### src/rtl/gpu_bus_arbiter.sv
// gpu_bus_arbiter: registered one-hot arbiter for the shared main bus with drain and turnaround gaps
module gpu_bus_arbiter #(
    parameter int TURN_CYCLES  = 1,
    parameter int STARVE_LIMIT = 15
) (
    input  logic       clk,
    input  logic       reset_n,
    input  logic       cpu_breq,
    input  logic       gpu_breq,
    input  logic [1:0] blit_breq,
    input  logic       dma_breq,
    input  logic       lock,
    input  logic       mreq_in,
    output logic       cpu_bg,
    output logic       gpu_back,
    output logic       blit_back,
    output logic       dma_back,
    output logic [2:0] owner,
    output logic       bus_idle
);
    typedef enum logic [1:0] {IDLE, GRANT, DRAIN, TURN} state_t;
    localparam logic [2:0] OWN_NONE = 3'd0;
    localparam logic [2:0] OWN_CPU  = 3'd1;
    localparam logic [2:0] OWN_GPU  = 3'd2;
    localparam logic [2:0] OWN_BLIT = 3'd3;
    localparam logic [2:0] OWN_DMA  = 3'd4;
    state_t     state, state_nx;
    logic [2:0] owner_nx, turn_cnt, turn_nx, winner;
    logic [3:0] starve_cnt, starve_nx, grant_nx;
    logic       promoted, hold, any_req;
    assign promoted = starve_cnt == 4'(STARVE_LIMIT);
    assign any_req  = cpu_breq | gpu_breq | (|blit_breq) | dma_breq;
    assign winner   = dma_breq                          ? OWN_DMA  :
                      (blit_breq[1] | (blit_breq[0] & promoted)) ? OWN_BLIT :
                      gpu_breq                          ? OWN_GPU  :
                      blit_breq[0]                      ? OWN_BLIT :
                      cpu_breq                          ? OWN_CPU  : OWN_NONE;
    assign hold     = owner == OWN_CPU  ? cpu_breq :
                      owner == OWN_GPU  ? (gpu_breq | lock) :
                      owner == OWN_BLIT ? (|blit_breq) :
                      owner == OWN_DMA  ? dma_breq : 1'b0;
    // next state, owner, turnaround count and grant vector {cpu, gpu, blit, dma}
    always_comb begin
        state_nx = state;
        owner_nx = owner;
        turn_nx  = turn_cnt;
        grant_nx = 4'b0000;
        case (state)
            IDLE: if (any_req) begin
                state_nx = GRANT;
                owner_nx = winner;
                grant_nx = {winner == OWN_CPU, winner == OWN_GPU, winner == OWN_BLIT, winner == OWN_DMA};
            end
            GRANT: if (hold) grant_nx = {cpu_bg, gpu_back, blit_back, dma_back};
                   else state_nx = DRAIN;
            DRAIN: if (!mreq_in) begin
                state_nx = TURN;
                turn_nx  = 3'(TURN_CYCLES - 1);
            end
            TURN: if (turn_cnt == 3'd0) begin
                state_nx = IDLE;
                owner_nx = OWN_NONE;
            end else turn_nx = turn_cnt - 3'd1;
            default: state_nx = IDLE;
        endcase
        starve_nx = (blit_breq == 2'b00 || (grant_nx[1] && !blit_back)) ? 4'd0 :
                    (blit_breq[0] && !blit_back && !promoted)          ? starve_cnt + 4'd1 : starve_cnt;
    end
    // state, counters and registered outputs; reset drops every grant at once
    always_ff @(posedge clk or negedge reset_n) begin
        if (!reset_n) begin
            state      <= IDLE;
            owner      <= OWN_NONE;
            turn_cnt   <= 3'd0;
            starve_cnt <= 4'd0;
            {cpu_bg, gpu_back, blit_back, dma_back} <= 4'b0000;
            bus_idle   <= 1'b1;
        end else begin
            state      <= state_nx;
            owner      <= owner_nx;
            turn_cnt   <= turn_nx;
            starve_cnt <= starve_nx;
            {cpu_bg, gpu_back, blit_back, dma_back} <= grant_nx;
            bus_idle   <= state_nx == IDLE;
        end
    end
endmodule

### config.mk
export PLATFORM = sky130hd
export DESIGN_NAME = gpu_bus_arbiter
export DESIGN_NICKNAME = d
export VERILOG_FILES = /design/src/rtl/gpu_bus_arbiter.sv
export SDC_FILE = /design/constraint.sdc
export NUM_CORES = 1
export LEC_CHECK = 0
export CORE_MARGIN = 2
export CORE_UTILIZATION = 45
export CTS_BUF_LIST = sky130_fd_sc_hd__clkbuf_16
export CTS_CLUSTER_DIAMETER = 80
export DETAILED_ROUTE_END_ITERATION = 8
export PLACE_DENSITY = 0.7
export SLEW_MARGIN = 40
export SYNTH_ARGS = -nofsm -noshare
export SYNTH_HDL_FRONTEND = slang
export SYNTH_SLANG_ARGS = --single-unit
### constraint.sdc
create_clock -name clk -period 1.7 [get_ports clk]
set_input_delay 0.17 -clock clk [delete_from_list [all_inputs] [get_ports clk]]
set_output_delay 0.17 -clock clk [all_outputs]
set_load 0.03 [all_outputs]
# Yosys cells after proc, flatten, opt, wreduce, memory -nomap -nowiden
# Cells that the tools add are included.
# Widths: inputs -> output; s select.
op_classes:
  n_eq_ne: 17
  mux: 25
  n_bitwise: 6
  addsub: 2
  n_reduce_logical: 16
op_table:
  columns: ["cell", "n"]
  rows:
  - ["$mux 4", 4]
  - ["$mux 3", 5]
  - ["$mux 2", 7]
  - ["$eq 3x2->1 const B", 4]
  - ["$pmux 3 s2", 2]
  - ["$ne 2x2->1 const B", 5]
  - ["$pmux 2 s4", 1]
  - ["$pmux 4 s2", 1]
  - ["$eq 3x1->1 const B", 2]
  - ["$eq 3x3->1 const B", 2]
  - ["$logic_not 2->1", 3]
  - ["$reduce_and 3->1", 2]
  - ["$reduce_bool 2->1", 3]
  - ["$mux 1", 5]
  - ["$or 1x1->1", 5]
  - ["$add 4x1->4 const B", 1]
  - ["$eq 2x2->1 const B", 2]
  - ["$eq 4x4->1 const B", 1]
  - ["$logic_and 1x1->1", 3]
  - ["$logic_not 3->1", 1]
  - ["$sub 3x1->3 const B", 1]
  - ["$eq 2x1->1 const B", 1]
  - ["$logic_not 1->1", 2]
  - ["$reduce_or 2->1", 1]
  - ["other kinds (2)", 2]
word_totals:
  regBits: 17
  in_bits: 9
  out_inout_bits: 8
  elab_cells: 75

# Logic depth before layout (Yosys ltp)
depth:
  depth_word: 11
  mapped_depth: 6
  depth_no_buf: 6

# Least setup slack after synthesis
# No wires, ideal clock.
synth_timing:
  path_type: "register to register"
  start: "register starve_cnt[0]"
  end: "register starve_cnt[2]"
  n_path_buf: 0
  setup_time_ps: 142
  arrival_time_ps: 1337
  setup_slack_ps: 220
  period_less_slack_ps: 1480
  path_stages_with_launch: 6
  required_ps: 1558
  cell_sequence: "dfrtp_1 ha_1 nand3_1 and3b_2 o32ai_1 nor3_1"
synth_via:
  elab_chain_cells: 11
  elab_cells_between_ends: 16
  cone_classes: "add/sub: 1; eq/ne: 2; mux: 6; bitwise: 2; reduce/logical: 5"
synth_rtl:
  columns: ["element", "line_no", "text"]
  rows:
  - ["from (decl)", "29", "logic [3:0] starve_cnt, starve_nx, grant_nx;"]
  - ["from (signal assigned)", "82", "starve_cnt <= starve_nx;"]
  - ["$eq 4x4->1", "31", "assign promoted = starve_cnt == 4'(STARVE_LIMIT);"]
  - ["$and 1x1->1", "34", "(blit_breq[1] | (blit_breq[0] & promoted)) ? OWN_BLIT :"]
  - ["$or 1x1->1", "34", null]
  - ["$mux 2", "34", null]
  - ["$mux 3", "33", "assign winner = dma_breq ? OWN_DMA :"]
  - ["$eq 3x2->1", "52", "grant_nx = {winner == OWN_CPU, winner == OWN_GPU, winner == OWN_BLIT, winner == OWN_DMA};"]
  - ["$mux 4", "49", "IDLE: if (any_req) begin"]
  - ["$pmux 4 s2", "48", "case (state)"]
  - ["$logic_and 1x1->1", "66", "starve_nx = (blit_breq == 2'b00 || (grant_nx[1] && !blit_back)) ? 4'd0 :"]
  - ["$logic_or 1x1->1", "66", null]
  - ["$mux 4 / $reduce_bool 2->1 (equally long branches)", null, null]
# Parallel ways exist; a longest one is shown, timed or not. The select of a mux whose other input is x is not followed.
# A chain may end at the register's enable or synchronous reset.

# Worst setup path in the final report
layout_timing:
  start: "register bus_idle"
  end: "output bus_idle"
layout_rtl:
  columns: ["element", "line_no", "text"]
  rows:
  - ["from (decl)", "19", "output logic bus_idle"]
  - ["from (signal assigned)", "77", "bus_idle <= 1'b1;"]
  - ["from (signal assigned)", "84", "bus_idle <= state_nx == IDLE;"]
# No word-level cell between the ends.

==> run summary <==
Setup repair after global routing left no endpoint under its margin. The maximum fanout along the worst path is 1, and the largest net degree at the start of global routing is 13. The tools report the multi-input combinational cell area as 479 µm². The tools report the critical path endpoint category as a primary output.

Routability-driven placement finished with a final weighted congestion of 0.912. The total design power is 1.95 mW. The number of slew-limit violations in the final report was 0.

The number of hold buffers added after CTS was 0. The minimum clock period after layout is 1.59 ns, and the worst reg2reg path depth is 6. The net count after synthesis is 112. The tools report the fill cell instance count of the final layout as 172.

Detailed placement ended at an HPWL of 1540 µm. TritonCTS built the clock tree. Number of distinct library cell variants in the gate-level netlist after synthesis: 33. The launching point of the worst reg2reg path is starve_cnt[0].

The type of the worst min-delay path was input port to asynchronous set/reset pin. For this run the aggregate overflow at the end of global routing stands at 0. The clock drives 17 sinks. The run gives 150 as the number of placed cells counting well taps.

Counting the buffers created by CTS gives 3. The run gives 0 as the DRC violations left. Across the VDD grid, the largest voltage drop is 0.000934 V. The worst register-to-register path has a setup slack of 0.13 ns. Based on the critical path, the design can be clocked at up to 629 MHz. At the worst endpoint, the arrival time is 1.42 ns.

In this run the horizontal extent of the chip is 49.8 µm. Excluding fillers, the count of instances in the completed layout stands at 154. For the source-to-sink clock delay at the later pin of the worst-skew pair, the log shows 0.25 ns. Timing analysis after detailed placement gives a worst setup slack of -0.0509 ns.

For the count of warnings emitted by yosys, the log shows 0. The cell type contributing the most total cell area after synthesis was dfrtp_1. Dividing the synthesized area by the synthesized cell count gives 9.45 µm². The buffer and inverter count on the worst path was 1. The critical path starts at bus_idle. The worst pin sits at a relative slew slack of 69.1%.

The number of standard-cell rows in the floorplan is 16. The final route contains 843 vias. The leakage power figure is 0.566 nW, and the final setup violation count is 0. Global routing consumed, over all layers together, 18.4% of the routing resources. The worst setup path category is flip-flop to primary output. The initial antenna violation count was 0.

In this run the critical register-to-register path is captured at starve_cnt[2]. The final critical path takes up 93.5% of the cycle. Cells with a size suffix above 1 make up 16.5% of the layout. Global-route wire length before repair: 3430 µm.

The number of antenna diodes in the final layout is 0. The worst setup path endpoint was bus_idle. The cell family contributing the most delay on the critical path is buffers and inverters.

Number of primary I/O pins: 17. The logs give 0.00127 mm² for the post-layout instance area and 1 for the number of H-tree levels. The number of gates on the worst path with buffers counted was 1; the number of buffers added for setup after CTS was 0. After detailed routing, the average wire length per cell comes to 13.4 µm. The longest clock path from root to sink contains 2 buffers.

The storage element area was 427 µm²; the number of hold violations in the final report was 0. Clock tree root buffer cell: clkbuf_16. The logs give 0 for the number of maximum-capacitance violations and 4 for the number of iterations in the first detailed-routing pass. The clock transition at the registers of the reported paths came out at 0.05 ns. In this run the vertical extent of the chip is 49.8 µm.

The detailed router finished its first iteration with 12 violations. The flow ran to the end, and the final reports show no timing, DRC or antenna violations. For this block, the routed nets add up to 2060 µm of wire.

For the count of cells resized by post-cts repair, the log shows 0. The core box area came out at 0.00196 mm². On the final layout, the worst clock skew is 0.00206 ns. The area growth from synthesis to layout is 34.4%. The area fraction of the dominant cell type after synthesis is 42.4%. The cell count after synthesis came out at 100. The final layout contains 140 nets. The cell area that synthesis handed to floorplanning was 945 µm². The via count of the first global-routing pass was 785; the effective utilization at floorplan was 48.2%.

In this run the tool buffered the top-level ports with 16 buffer cells. The ratio of routed vias to standard cells was 5.47. In this design, the stage delay of the slowest critical-path cell is 0.66 ns.

Transition time at the pin with the least slew margin: 0.463 ns. The library cells used most frequently in the layout, excluding fill and tap cells, are 16 x dfrtp_1, 16 x clkdlybuf4s50_1, 13 x nand2_1. The cell with the largest stage delay on the worst path was clkdlybuf4s50_1. In this run the cell area measured after placement is 0.00119 mm².

Dividing total power by cell area gives a power density of 1530 mW/mm². Setup slack on the critical path of the routed design comes to 0.111 ns. Ranked by total cell area, the synthesized netlist is headed by dfrtp_1 42%, nand2_1 5.2%, ha_1 4.0%, a22o_1 3.7%, o21ai_0 3.7%. The critical path goes through clkdlybuf4s50_1.

Sequential elements use 45.2% of the synthesized area. The die covers 0.00248 mm². The startpoint type of the worst setup path is a flip-flop.

The register bit total from synthesis is 17, and the number of antenna-violating nets in the routed design is 0. Data on the critical path is required at its endpoint by 1.53 ns.
[layer usage]
layer / share of wire (%) / vias to the layer above / wire length, µm / global-route usage [%]
li1: - / 419 / - / -
met1: 47 / 392 / 977 / 23.9
met2: 45 / 28 / 933 / 29.1
met3: 5.8 / 4 / 119 / 4.24
met4: 1.5 / 0 / 30 / 7.87
met5: 0 / - / 0 / 0
[cell usage after synthesis]
| master | number |
|---|---|
| a21boi_4 | 1 |
| a21oi_1 | 6 |
| a22o_1 | 4 |
| a22o_2 | 2 |
| a31oi_1 | 1 |
| and2b_2 | 1 |
| and3b_2 | 1 |
| and4b_1 | 1 |
| buf_2 | 1 |
| buf_6 | 1 |
| dfrtp_1 | 16 |
| dfstp_2 | 1 |
| ha_1 | 3 |
| inv_1 | 6 |
| mux2i_1 | 1 |
| nand2_1 | 13 |
| nand2b_1 | 2 |
| nand3_1 | 3 |
| nand4_1 | 3 |
| nand4b_1 | 1 |
| nor2_1 | 8 |
| nor2b_1 | 2 |
| nor3_1 | 3 |
| nor3b_1 | 1 |
| o211ai_1 | 1 |
| o21ai_0 | 7 |
| o22ai_1 | 3 |
| o2bb2ai_1 | 1 |
| o31ai_1 | 1 |
| o32ai_1 | 1 |
| or3_1 | 1 |
| or3_4 | 2 |
| xor2_1 | 1 |
[power breakdown]
group / internal (mW) / total (mW) / switching [mW]
logic: 0.381 / 0.854 / 0.472
clock network: 0.315 / 0.473 / 0.158
registers: 0.527 / 0.622 / 0.0952
[stage by stage]
stage | util, % | TNS [ns] | hold WS, ns
after global placement | 60.7 | -0.0657 | 0.457
after detailed placement | 60.7 | -0.146 | 0.445
after floorplan | - | 0 | -0.126
after global routing | 64.7 | 0 | 0.203
final | 64.7 | 0 | 0.177
after CTS | 64.7 | 0 | 0.184
[cell families (layout without fill, tap and decap cells)]
group	after synthesis	count (layout)	synth area share, %
DFF	17	17	45.2
and+or+nand+nor	42	42	24.0
AOI/OAI and AO/OA	28	28	20.8
xor gates and xnor gates	1	1	0.927
adders and majority gates	3	3	3.97
muxes	1	1	1.06
buffers and inverters	8	35	4.11
[final cells by class]
cell class / instances / share of cell area, %
clock inverters: 1 / 0.394
clock buffers: 3 / 5.91
multi-input cells: 75 / 37.7
repair buffers: 25 / 17.9
inverters: 6 / 1.77
well taps: 27 / 2.66
flip-flops and latches: 17 / 33.6
[worst min-delay path by stage]
stage / start / to / slack [ns] / cells past startpoint
3_5_place_dp: reset_n / state[1] / 0.44 / 1
6_report: reset_n / state[0] / 0.18 / 1
5_1_grt: reset_n / turn_cnt[1] / 0.20 / 1
4_1_cts: reset_n / state[0] / 0.18 / 1
3_3_place_gp: reset_n / state[1] / 0.46 / 1
2_1_floorplan: reset_n / blit_back / -0.13 / 0
[registers in the layout, indices dropped and copies added (netlist names), 2 cells and up]
| name | cells |
|---|---|
| turn_cnt | 3 |
| owner | 3 |
| starve_cnt | 4 |
| state | 2 |
No activity file was read; power rests on OpenSTA's default activity.
